<file path="src/rtl/pipe_stage_skid_reg_if.sv">
// Valid/ready handshake bundle for a pipeline stage register.
// The stage uses the slave view; the upstream/downstream environment uses master.
interface pipe_stage_skid_reg_if #(
  parameter int CTRL_W = 12,
  parameter int DATA_W = 112
);
  logic              in_valid;
  logic              in_ready;
  logic [CTRL_W-1:0] in_ctrl;
  logic [DATA_W-1:0] in_data;
  logic              out_valid;
  logic              out_ready;
  logic [CTRL_W-1:0] out_ctrl;
  logic [DATA_W-1:0] out_data;

  modport master (
    output in_valid, in_ctrl, in_data, out_ready,
    input  in_ready, out_valid, out_ctrl, out_data
  );

  modport slave (
    input  in_valid, in_ctrl, in_data, out_ready,
    output in_ready, out_valid, out_ctrl, out_data
  );
endinterface

</file>
<file path="src/rtl/pipe_stage_skid_reg.sv">
// Pipeline stage register with a one-entry skid buffer, flush and a saturating
// stall counter. Main entry drives the outputs; skid entry absorbs one overflow beat.
module pipe_stage_skid_reg #(
  parameter int CTRL_W     = 12,
  parameter int DATA_W     = 112,
  parameter bit CLEAR_DATA = 1'b0,
  parameter int CNT_W      = 16
) (
  input  logic                 clk,
  input  logic                 rst,
  input  logic                 flush,
  input  logic                 stall_clr,
  output logic [CNT_W-1:0]     stall_cnt,
  pipe_stage_skid_reg_if.slave bus
);
  // State bits are {mv, sv}; (0,1) cannot be reached.
  localparam logic [1:0] EMPTY = 2'b00;
  localparam logic [1:0] FULL1 = 2'b10;
  localparam logic [1:0] FULL2 = 2'b11;
  localparam logic [CNT_W-1:0] CNT_MAX = '1;

  logic [1:0]        state_r, state_s;
  logic [CTRL_W-1:0] m_ctrl_r, m_ctrl_s, s_ctrl_r, s_ctrl_s;
  logic [DATA_W-1:0] m_data_r, m_data_s, s_data_r, s_data_s;
  logic              in_ready_r;
  logic [CNT_W-1:0]  stall_cnt_r;
  logic              in_fire_s, out_fire_s;

  assign bus.in_ready  = in_ready_r;
  assign bus.out_valid = state_r[1];
  assign bus.out_ctrl  = m_ctrl_r;
  assign bus.out_data  = m_data_r;
  assign stall_cnt     = stall_cnt_r;

  // Next-state and entry-contents selection for the two-entry buffer.
  always_comb begin
    state_s    = state_r;
    m_ctrl_s   = m_ctrl_r;
    m_data_s   = m_data_r;
    s_ctrl_s   = s_ctrl_r;
    s_data_s   = s_data_r;
    in_fire_s  = bus.in_valid & in_ready_r;
    out_fire_s = state_r[1] & bus.out_ready;
    if (flush) begin
      state_s  = EMPTY;
      m_ctrl_s = '0;
      s_ctrl_s = '0;
      if (CLEAR_DATA) begin
        m_data_s = '0;
        s_data_s = '0;
      end else begin
        m_data_s = m_data_r;
        s_data_s = s_data_r;
      end
    end else begin
      case (state_r)
        EMPTY: begin
          if (in_fire_s) begin
            state_s  = FULL1;
            m_ctrl_s = bus.in_ctrl;
            m_data_s = bus.in_data;
          end else begin
            m_ctrl_s = '0;
          end
        end
        FULL1: begin
          if (out_fire_s && in_fire_s) begin
            m_ctrl_s = bus.in_ctrl;
            m_data_s = bus.in_data;
          end else if (out_fire_s) begin
            state_s  = EMPTY;
            m_ctrl_s = '0;
          end else if (in_fire_s) begin
            state_s  = FULL2;
            s_ctrl_s = bus.in_ctrl;
            s_data_s = bus.in_data;
          end else begin
            state_s  = FULL1;
          end
        end
        FULL2: begin
          // in_ready is low here, so only the skid-to-main move can happen.
          if (out_fire_s) begin
            state_s  = FULL1;
            m_ctrl_s = s_ctrl_r;
            m_data_s = s_data_r;
          end else begin
            state_s  = FULL2;
          end
        end
        default: begin
          state_s  = EMPTY;
          m_ctrl_s = '0;
          s_ctrl_s = '0;
        end
      endcase
    end
  end

  // Buffer state, contents and registered in_ready.
  always_ff @(posedge clk or negedge rst) begin
    if (!rst) begin
      state_r    <= EMPTY;
      m_ctrl_r   <= '0;
      m_data_r   <= '0;
      s_ctrl_r   <= '0;
      s_data_r   <= '0;
      in_ready_r <= 1'b1;
    end else begin
      state_r    <= state_s;
      m_ctrl_r   <= m_ctrl_s;
      m_data_r   <= m_data_s;
      s_ctrl_r   <= s_ctrl_s;
      s_data_r   <= s_data_s;
      in_ready_r <= ~state_s[0];
    end
  end

  // Saturating count of cycles the presented beat is held back; flush leaves it alone.
  always_ff @(posedge clk or negedge rst) begin
    if (!rst) begin
      stall_cnt_r <= '0;
    end else if (stall_clr) begin
      stall_cnt_r <= '0;
    end else if (state_r[1] && !bus.out_ready && (stall_cnt_r != CNT_MAX)) begin
      stall_cnt_r <= stall_cnt_r + {{(CNT_W-1){1'b0}}, 1'b1};
    end else begin
      stall_cnt_r <= stall_cnt_r;
    end
  end
endmodule

</file>
<file path="src/flat_wrapper.sv">
// flat-port wrapper written by rule: the top's interface ports become plain ports
module pipe_stage_skid_reg_flat 
#(
  parameter int CTRL_W     = 12,
  parameter int DATA_W     = 112,
  parameter bit CLEAR_DATA = 1'b0,
  parameter int CNT_W      = 16
)
  (clk, rst, flush, stall_clr, stall_cnt, bus_in_valid, bus_in_ctrl, bus_in_data, bus_out_ready, bus_in_ready, bus_out_valid, bus_out_ctrl, bus_out_data);
  pipe_stage_skid_reg_if #(.CTRL_W(CTRL_W), .DATA_W(DATA_W)) bus_i ();
  input  logic clk;
  input  logic rst;
  input  logic flush;
  input  logic stall_clr;
  output logic [CNT_W-1:0] stall_cnt;
  input wire logic [$bits(bus_i.in_valid)-1:0] bus_in_valid;
  input wire logic [$bits(bus_i.in_ctrl)-1:0] bus_in_ctrl;
  input wire logic [$bits(bus_i.in_data)-1:0] bus_in_data;
  input wire logic [$bits(bus_i.out_ready)-1:0] bus_out_ready;
  output wire logic [$bits(bus_i.in_ready)-1:0] bus_in_ready;
  output wire logic [$bits(bus_i.out_valid)-1:0] bus_out_valid;
  output wire logic [$bits(bus_i.out_ctrl)-1:0] bus_out_ctrl;
  output wire logic [$bits(bus_i.out_data)-1:0] bus_out_data;
  assign bus_i.in_valid = bus_in_valid;
  assign bus_i.in_ctrl = bus_in_ctrl;
  assign bus_i.in_data = bus_in_data;
  assign bus_i.out_ready = bus_out_ready;
  assign bus_in_ready = bus_i.in_ready;
  assign bus_out_valid = bus_i.out_valid;
  assign bus_out_ctrl = bus_i.out_ctrl;
  assign bus_out_data = bus_i.out_data;
  pipe_stage_skid_reg #(.CTRL_W(CTRL_W), .DATA_W(DATA_W), .CLEAR_DATA(CLEAR_DATA), .CNT_W(CNT_W)) u_core (.clk(clk), .rst(rst), .flush(flush), .stall_clr(stall_clr), .stall_cnt(stall_cnt), .bus(bus_i));
endmodule
</file>
<file path="config.mk">
export PLATFORM = sky130hd
export DESIGN_NAME = pipe_stage_skid_reg_flat
export DESIGN_NICKNAME = d
export VERILOG_FILES = /design/src/rtl/pipe_stage_skid_reg_if.sv /design/src/rtl/pipe_stage_skid_reg.sv /design/src/flat_wrapper.sv
export SDC_FILE = /design/constraint.sdc
export NUM_CORES = 1
export LEC_CHECK = 0
export ABC_AREA = 1
export BUFFER_PORTS_ARGS = -buffer_cell sky130_fd_sc_hd__buf_4
export CAP_MARGIN = 5
export CORE_ASPECT_RATIO = 1.25
export CORE_MARGIN = 4
export CORE_UTILIZATION = 40
export DETAILED_ROUTE_END_ITERATION = 6
export PLACE_DENSITY = 0.74
export SKIP_LAST_GASP = 1
export SLEW_MARGIN = 20
export SYNTH_ARGS = -nofsm -noshare
export SYNTH_HDL_FRONTEND = slang
export SYNTH_SLANG_ARGS = --single-unit
</file>
<file path="constraint.sdc">
create_clock -name clk -period 3.8 [get_ports clk]
set_input_delay 0.19 -clock clk [delete_from_list [all_inputs] [get_ports clk]]
set_output_delay 0.19 -clock clk [all_outputs]
set_load 0.02 [all_outputs]
</file>
Word level (Yosys, flattened, before mapping)
Cells that the tools add are included.
{"block": "op_classes", "bitwise": 6, "add_sub_neg": 1, "mux": 24, "reduce_logical": 13, "eq_ne": 13}
{"operator": "112-bit 2-to-1 mux", "n": 3}
{"operator": "112-bit one-hot mux with 3 select lines", "n": 1}
{"operator": "12-bit 2-to-1 mux", "n": 9}
{"operator": "12-bit one-hot mux with 3 select lines", "n": 1}
{"operator": "16-bit 2-to-1 mux", "n": 2}
{"operator": "12-bit one-hot mux with 2 select lines", "n": 1}
{"operator": "16-bit by 1-bit adder with 16-bit output (second input constant)", "n": 1}
{"operator": "16-bit inequality test (second input constant)", "n": 1}
{"operator": "5-bit AND reduction", "n": 2}
{"operator": "3-bit by 2-bit inequality test with 1-bit output (second input constant)", "n": 3}
{"operator": "2-bit 2-to-1 mux", "n": 4}
{"operator": "2-bit by 1-bit inequality test with 1-bit output (second input constant)", "n": 4}
{"operator": "3-bit inequality test (second input constant)", "n": 2}
{"operator": "2-bit one-hot mux with 3 select lines", "n": 1}
{"operator": "2-bit equality test (second input constant)", "n": 2}
{"operator": "4-bit by 2-bit inequality test with 1-bit output (second input constant)", "n": 1}
{"operator": "1-bit inverter", "n": 4}
{"operator": "2-bit AND reduction", "n": 2}
{"operator": "4-bit AND reduction", "n": 1}
{"operator": "1-bit logical AND", "n": 3}
{"operator": "3-bit nonzero test", "n": 1}
{"operator": "1-bit AND", "n": 2}
{"operator": "2-bit zero test", "n": 1}
{"operator": "1-bit 2-to-1 mux", "n": 2}
{"operator": "other kinds (3)", "n": 3}
{"block": "totals", "regBits": 267, "in_bits": 130, "wordCells": 65, "output_inout_bits": 142}

Depth between registers and ports, before layout
Gate-level depths: netlist of the first run.
{"block": "depth", "depth_word": 7, "mapped_depth": 10, "mapped_depth_nobuf": 9}

Worst setup path before layout of the first run
Ideal clock, no wire load.
{"block": "synth_timing", "path_type": "register -> register", "startpoint": "register u_core.state_r[1]", "endpoint": "register u_core.m_data_r[0] (netlist: u_core.bus.out_data[0])", "arrival_time_ps": 1787, "stages_incl_launch_ff": 9, "setup_time_ps": 126, "slack_ps": 1887, "period_less_slack_ps": 1913, "required_time_ps": 3674, "path_cell_list": "dfrtp_1 -> inv_1 -> ha_1 -> nor2_1 -> nand3_1 -> a21oi_2 -> buf_2 -> buf_2 -> a21oi_1"}
{"block": "synth_via", "elab_chain_len": 4, "elab_cells_between_ends": 11, "cone_classes": "eq/ne (5); mux (1); bitwise (1); reduce/logical (4)"}
{"element": "start, declared", "line_no": "pipe_stage_skid_reg.sv:22", "text": "logic [1:0] state_r, state_s;"}
{"element": "start signal, assigned", "line_no": "pipe_stage_skid_reg.sv:110", "text": "state_r <= state_s;"}
{"element": "1-bit AND", "line_no": "pipe_stage_skid_reg.sv:43", "text": "out_fire_s = state_r[1] & bus.out_ready;"}
{"element": "1-bit logical AND", "line_no": "pipe_stage_skid_reg.sv:67", "text": "if (out_fire_s && in_fire_s) begin"}
{"element": "2-bit by 1-bit inequality test with 1-bit output (no source line)"}
{"element": "5-bit AND reduction (no source line)"}
{"element": "end signal, assigned", "line_no": "pipe_stage_skid_reg.sv:112", "text": "m_data_r <= m_data_s;"}
{"element": "end, declared", "line_no": "pipe_stage_skid_reg.sv:24", "text": "logic [DATA_W-1:0] m_data_r, m_data_s, s_data_r, s_data_s;"}
Parallel ways exist; a longest one is shown, timed or not.
A chain may end at the register's enable or synchronous reset.

Worst setup path in the final report of the first run
{"block": "layout_timing", "startpoint": "register u_core.state_r[0]", "endpoint": "register u_core.s_data_r[38]"}
{"block": "layout_via", "elab_chain_len": 2}
{"element": "2-bit equality test", "line_no": "pipe_stage_skid_reg.sv:56", "text": "case (state_r)"}
{"element": "5-bit AND reduction (no source line)"}
{"element": "end signal, assigned", "line_no": "pipe_stage_skid_reg.sv:114", "text": "s_data_r <= s_data_s;"}
{"element": "end, declared", "line_no": "pipe_stage_skid_reg.sv:24"}
No other way between the ends.

==> flow_summary.ini, run 1 <==
[power_and_ir_drop]
vdd_drop_max_uv = 365
finalPower_mw = 11.4
pwr_density_cell_mw_per_mm2 = 703
p_leak_nw = 8.17

[yosys]
synthDistinctLibCells = 26
synth_warnings = 0
syn_inst = 1392
synth_area_per_cell_um2 = 8.35
synth_top_area_share_pct = 57.3
synth_area_mm2 = 0.0116
yosys.area.top_type = dfrtp_1
syn-num-nets = 1527
seq_area_frac_synth_pct = 57.5
yosys-top-cells-area = dfrtp_1 57%, nand2_1 10%, o21ai_0 9.9%, inv_1 5.1%, a21oi_1 5.0%
ys_ff_latch = 267

[timing]
hold_violations = 0
setup-tns-final_ns = 0
setup_violations = 0
holdWs_ns = 0.0785
rsz0062_at_grt = false
fin_crit_ns = 2.50
slew_headroom_pct = 31.1
max_freq_mhz = 401
fin_ws_ns = 1.30
finClkSkew_ns = 0.0136
final_max_slew_viol_count = 0
min_period_over_period_pct = 65.7
tightest_slew_ns = 1.03

[drt]
drt-initial-drc-count = 650
wl_met3_um = 1780
dr.pass1.iters = 5
vias_per_cell = 4.88
routed_wl_um = 32800
top_layer_used = met4
vias = 10536
met2_wirelength_um = 16600
drc_errors = 0
postRouteAntennaNets = 0
m1WireLength_um = 12900
drt-wirelength-per-cell_um = 15.2

[floorplanning]
initial_utilization_pct = 40.7
die_h_um = 199
ioPinCount = 272
dieArea_mm2 = 0.0319
row_count = 69
dieWidth_um = 160
core_area_mm2 = 0.0286

[critical_path]
endpoint_kind = flip-flop
startpoint_type = flip-flop
reg2reg_to = u_core.s_data_r[38]
crit_chain = inv_1, ha_1, nand3_4, buf_12, nand2_1, o21ai_0
cp_max_fo = 100
critical_path_buf_inv_count = 2
r2r_cells = 6
cpLargestDelayFamily = simple AND/OR/NAND/NOR gates
reg2reg_slack_ns = 1.30
slowest_delay_ns = 0.66
path_class = flip-flop to flip-flop
crit_arrival_ns = 2.88
critical_path.slowest_cell = nand3_4
required_ns = 4.19
r2r-start = u_core.state_r[0]

[job]
max_cap_viol_count = 0

[layout]
final_util_pct = 56.6
area_delta_synth_final_pct = 39.3
drive_gt1_share_pct = 19.1
design_area_mm2 = 0.0162
fin_nets = 1881
final-instance-count-excl-fill = 2157
layout_commonest_cell = nand2_1
mostFrequentLayoutCells = 322 x nand2_1, 276 x buf_4, 266 x dfrtp_1

[place]
dp_hpwl_um = 20100
place_ws_ns = 1.34
dp_cells = 1980
portBuffers = 271
placed_area_mm2 = 0.0139
place_congestion = 0.837

[cts]
cts_resized = 0
clock-sinks = 267
cts_buffers = 27
cts_max_level = 1
ctsHoldBuffers = 127
clock_latency_ns = 0.53
post_cts_buffers = 0
clk_path_buf_depth = 3
clk_pin_slew_ns = 0.07
cts_tree = done
cts-root-buf = clkbuf_16

[global_route]
grt_usage_pct = 20.0
grt_pass1_vias = 10695
grt_pass1_wl_um = 53300
grt_max_degree = 139
grt_overflow = 0
antenna_found_initial = 2

[worst_hold_path]
holdCritPathClass = primary input to flip-flop
holdPathStages = 6
holdPathEnd = u_core.stall_cnt[12]
hold_path_startpoint = bus_out_ready

[status]
status = complete, no violations
==> power breakdown <==
group / leakage [nW] / switching [mW] / internal (mW) / total (mW)
sequential: 3.23 / 0.720 / 4.04 / 4.76
combinational: 4.45 / 2.16 / 1.54 / 3.70
clock: 0.490 / 1.12 / 1.81 / 2.93
total: 8.17 / 3.99 / 7.39 / 11.4
==> layout make-up <==
class | count | area, um^2
fillers | 2411 | 12400
inverters | 159 | 602
multi-input cells | 883 | 3980
repair buffers | 408 | 3440
well taps | 390 | 488
clock buffers | 37 | 803
flip-flops and latches | 267 | 6680
clock inverters | 11 | 186
diodes | 2 | 5.00
==> how the worst max path moves through the flow <==
| stage | from | to | depth (start not counted) |
|---|---|---|---|
| floorplan | u_core.state_r[1] | u_core.bus.out_data[0] | 8 |
| global placement | u_core.state_r[0] | u_core.s_data_r[74] | 6 |
| detailed placement | u_core.state_r[0] | u_core.s_data_r[42] | 6 |
| CTS | u_core.state_r[0] | u_core.s_data_r[57] | 5 |
| global route | u_core.state_r[0] | u_core.s_data_r[57] | 5 |
| finish | u_core.state_r[0] | u_core.s_data_r[38] | 6 |
==> cells by family after synthesis <==
family,count (synthesis),synth area share [%]
buffers and inverters,242,8.35
AND/OR/NAND/NOR,495,16.5
adder cells (fa/ha/maj),5,0.538
XOR/XNOR,5,0.377
flip-flops,267,57.5
AO/OA/AOI/OAI,378,16.7
==> synth_stat cells <==
| cell | n |
|---|---|
| clkbuf_1 | 38 |
| a21oi_2 | 1 |
| nand4_1 | 13 |
| inv_1 | 158 |
| buf_4 | 7 |
| nor2_1 | 144 |
| dfrtp_1 | 266 |
| nand3_1 | 11 |
| nand2_2 | 2 |
| dfstp_2 | 1 |
| o22ai_1 | 24 |
| a21oi_1 | 116 |
| nand3_2 | 1 |
| nor2_2 | 1 |
| xor2_1 | 5 |
| buf_2 | 29 |
| o21ai_1 | 1 |
| ha_1 | 5 |
| inv_2 | 1 |
| nand2_1 | 322 |
| o31ai_1 | 1 |
| a21boi_0 | 1 |
| o21bai_1 | 4 |
| o21ai_0 | 230 |
| or2_2 | 1 |
| buf_1 | 9 |
==> worst reg2reg max path, delay by kind of cell, from the launching register on <==
family	cells	cell delay [ns]
and+or+nand+nor	2	0.86
buffers and inverters	2	0.61
DFF	1	0.40
adders and majority gates	1	0.40
AOI/OAI and AO/OA	1	0.09
==> sequential cells by signal, summed over array words and instances (netlist names) <==
register	flops
u_core.stall_cnt	16
u_core.bus.out_data	112
u_core.s_ctrl_r	12
u_core.s_data_r	112
u_core.state_r	2
u_core.bus.in_ready	1
u_core.bus.out_ctrl	12
==> layer usage <==
layer | vias to the layer above | GRT usage (%)
li1 | 5160 | -
met4 | 0 | 9.24
met1 | 4943 | 23.9
met3 | 103 | 3.23
met2 | 330 | 35.4
met5 | - | 0
Note: power is estimated with default switching activity, not from simulation.
==> run 2: changes to the inputs <==
- ABC_AREA: 1 -> 0
- clock period: 3.8 -> 2.51 ns (I/O delays scaled with it)
==> run 2 against run 1 <==
  * Highest routed layer unchanged
  * Largest cell class unchanged
  * Maximum frequency grew 5.9%
  * Register-to-register slack lost 1.1 ns
  * Die area shrank 2.1%
  * Critical endpoint is now u_core.bus.out_data[55]
==> flow_summary.ini, run 2 <==
[yosys]
yosysMostFrequentCell = dfrtp_1
async_reset_ff_share_pct = 100
synth_common_cells = 266 x dfrtp_1, 133 x o21ai_0, 131 x nand2_1
synth_edf_count = 0
synth_warnings = 0
syn-num-nets = 1072
synth_top_area_share_pct = 58.6
synthDistinctLibCells = 44
synth_top_family_by_area = multiplexers
synth-compound-area-share_pct = 9.28
seq_area_frac_synth_pct = 58.8
synth_area_per_cell_um2 = 12.1
synthAdderAreaFrac_pct = 0.550
yosys-top-cells-area = dfrtp_1 59%, mux2_2 11%, mux2i_1 9.9%, o21ai_0 5.9%, nand2_1 4.3%
yosys.area_share.simple_pct = 7.58
ys.flop_type = dfrtp_1
synth_xor_area_share_pct = 0
synthMuxAreaShare_pct = 21.2
synth_area_mm2 = 0.0114
syn_inst = 937
yosys.area.top_type = dfrtp_1
ys_ff_latch = 267

[cts]
clock_latency_ns = 0.54
post_cts_buffers = 0
clock-sinks = 267
clk_path_buf_depth = 3
cts-root-buf = clkbuf_16
cts_max_level = 1
clk_pin_slew_ns = 0.06
cts_buffers = 28
cts_tree = done

[critical_path]
crit_arrival_ns = 2.72
required_ns = 2.87
critical_path_buf_inv_count = 1
endpoint_kind = flip-flop
cpLargestDelayFamily = buffers and inverters
startpoint_type = flip-flop
cp_max_fo = 112
crit_chain = ha_1, nor2_1, o221ai_4, buf_6, o21ai_0
critical_path.slowest_cell = buf_6
path_class = flip-flop to flip-flop
slowest_delay_ns = 0.66

[worst_hold_path]
holdCritPathClass = primary input to async pin

[power_and_ir_drop]
pwr_density_cell_mw_per_mm2 = 1120
finalPower_mw = 18.0
p_leak_nw = 7.21
vdd_drop_max_uv = 832

[floorplanning]
initial_utilization_pct = 40.9
core_area_mm2 = 0.0278
row_count = 68
die_h_um = 196
ioPinCount = 272
dieArea_mm2 = 0.0312
dieWidth_um = 159

[drt]
routed_wl_um = 31600
vias = 8881
drt-initial-drc-count = 480
drc_errors = 0
postRouteAntennaNets = 0
dr.pass1.iters = 4
drt-wirelength-per-cell_um = 18.6
vias_per_cell = 5.23

[layout]
area_delta_synth_final_pct = 41.5
drive_gt1_share_pct = 34.1
final-instance-count-excl-fill = 1698
design_area_mm2 = 0.0161
nFillCells = 2184
fin_nets = 1458
mostFrequentLayoutCells = 279 x buf_4, 266 x dfrtp_1, 132 x o21ai_0
final_util_pct = 57.8
layout_commonest_cell = buf_4

[timing]
setup_violations = 0
max_freq_mhz = 425
fin_ws_ns = 0.155
hold_violations = 0
rsz0062_at_grt = true
slew_headroom_pct = 29.7
holdWs_ns = 0.156
finClkSkew_ns = 0.0108
setup-tns-final_ns = 0
fin_crit_ns = 2.36
final_max_slew_viol_count = 0
tightest_slew_ns = 1.05
min_period_over_period_pct = 93.8

[global_route]
antenna_found_initial = 3
grt_pass1_vias = 9255
grt_pass1_wl_um = 49300
grt_usage_pct = 18.9
grt_max_degree = 225
grt_overflow = 0

[place]
dp_cells = 1513
portBuffers = 271
placed_area_mm2 = 0.0138
place_ws_ns = 0.152
place_congestion = 0.823
dp_hpwl_um = 18300

[job]
max_cap_viol_count = 0

[status]
status = complete, no violations
## run 2: changes by cell type in the layout (fill, tap and decap cells not counted), sizes merged, moves of 98 or more
cell and delta:
nand2 -193, nor2 -136, inv -156, mux2i +112, o21ai -98, a21oi -100
mux2 +114
## run 2: logic make-up after synthesis
| kind of cell | count (synthesis) |
|---|---|
| AO/OA/AOI/OAI | 188 |
| adder cells (fa/ha/maj) | 5 |
| buffers and inverters | 65 |
| flip-flops | 267 |
| multiplexers | 226 |
| AND/OR/NAND/NOR | 186 |
## run 2: timing repair
item / in CTS / in global routing
hold endpoints to repair: 335 / 0
hold buffers: 129 / 0
gates resized for setup: 0 / 2
endpoints found under the setup margin: 0 / 4
## run 2: final cells by class
type                       count  area [um^2]  share of cell area, %
timing repair buffer         417         3560                   22.1
inverter                       4         15.0                 0.0933
clock inverter                15          188                   1.17
tap                          350          438                   2.72
multi-input combinational    605         4410                   27.4
antenna                        3         7.51                 0.0467
clock buffer                  37          786                   4.88
sequential                   267         6680                   41.5
## run 2: power by group
group / total, mW / switching [mW] / leakage (nW) / internal (mW)
Clock: 4.39 / 1.77 / 0.466 / 2.62
Combinational: 6.36 / 3.50 / 3.42 / 2.86
Sequential: 7.22 / 1.07 / 3.33 / 6.16
Total: 18.0 / 6.34 / 7.21 / 11.6
## run 2: metal layers
layer	wire, um	global-route usage [%]	vias to the layer above	part of all wire, %
li1	-	-	4118	-
met1	12300	22.3	4426	39
met2	16400	34.0	259	52
met3	1640	3.83	78	5.2
met4	1300	7.81	0	4.1
met5	0	0	-	0
## run 2: path summary, 6_finish.rpt
kind                       depth (start not counted)                    from  slack [ns]                  endpoint
setup / recovery                                   5       u_core.state_r[1]        0.15   u_core.bus.out_data[55]
hold / removal                                     2                     rst        0.16    u_core.bus.out_data[1]
setup reg to reg                                   5       u_core.state_r[1]        0.15   u_core.bus.out_data[55]
hold reg to reg                                    2  u_core.bus.out_data[9]        0.48    u_core.bus.out_data[9]
max in group asynchronous                          3                     rst        1.52  u_core.bus.out_data[101]
min in group clk                                   4            bus_in_valid        0.29         u_core.state_r[0]
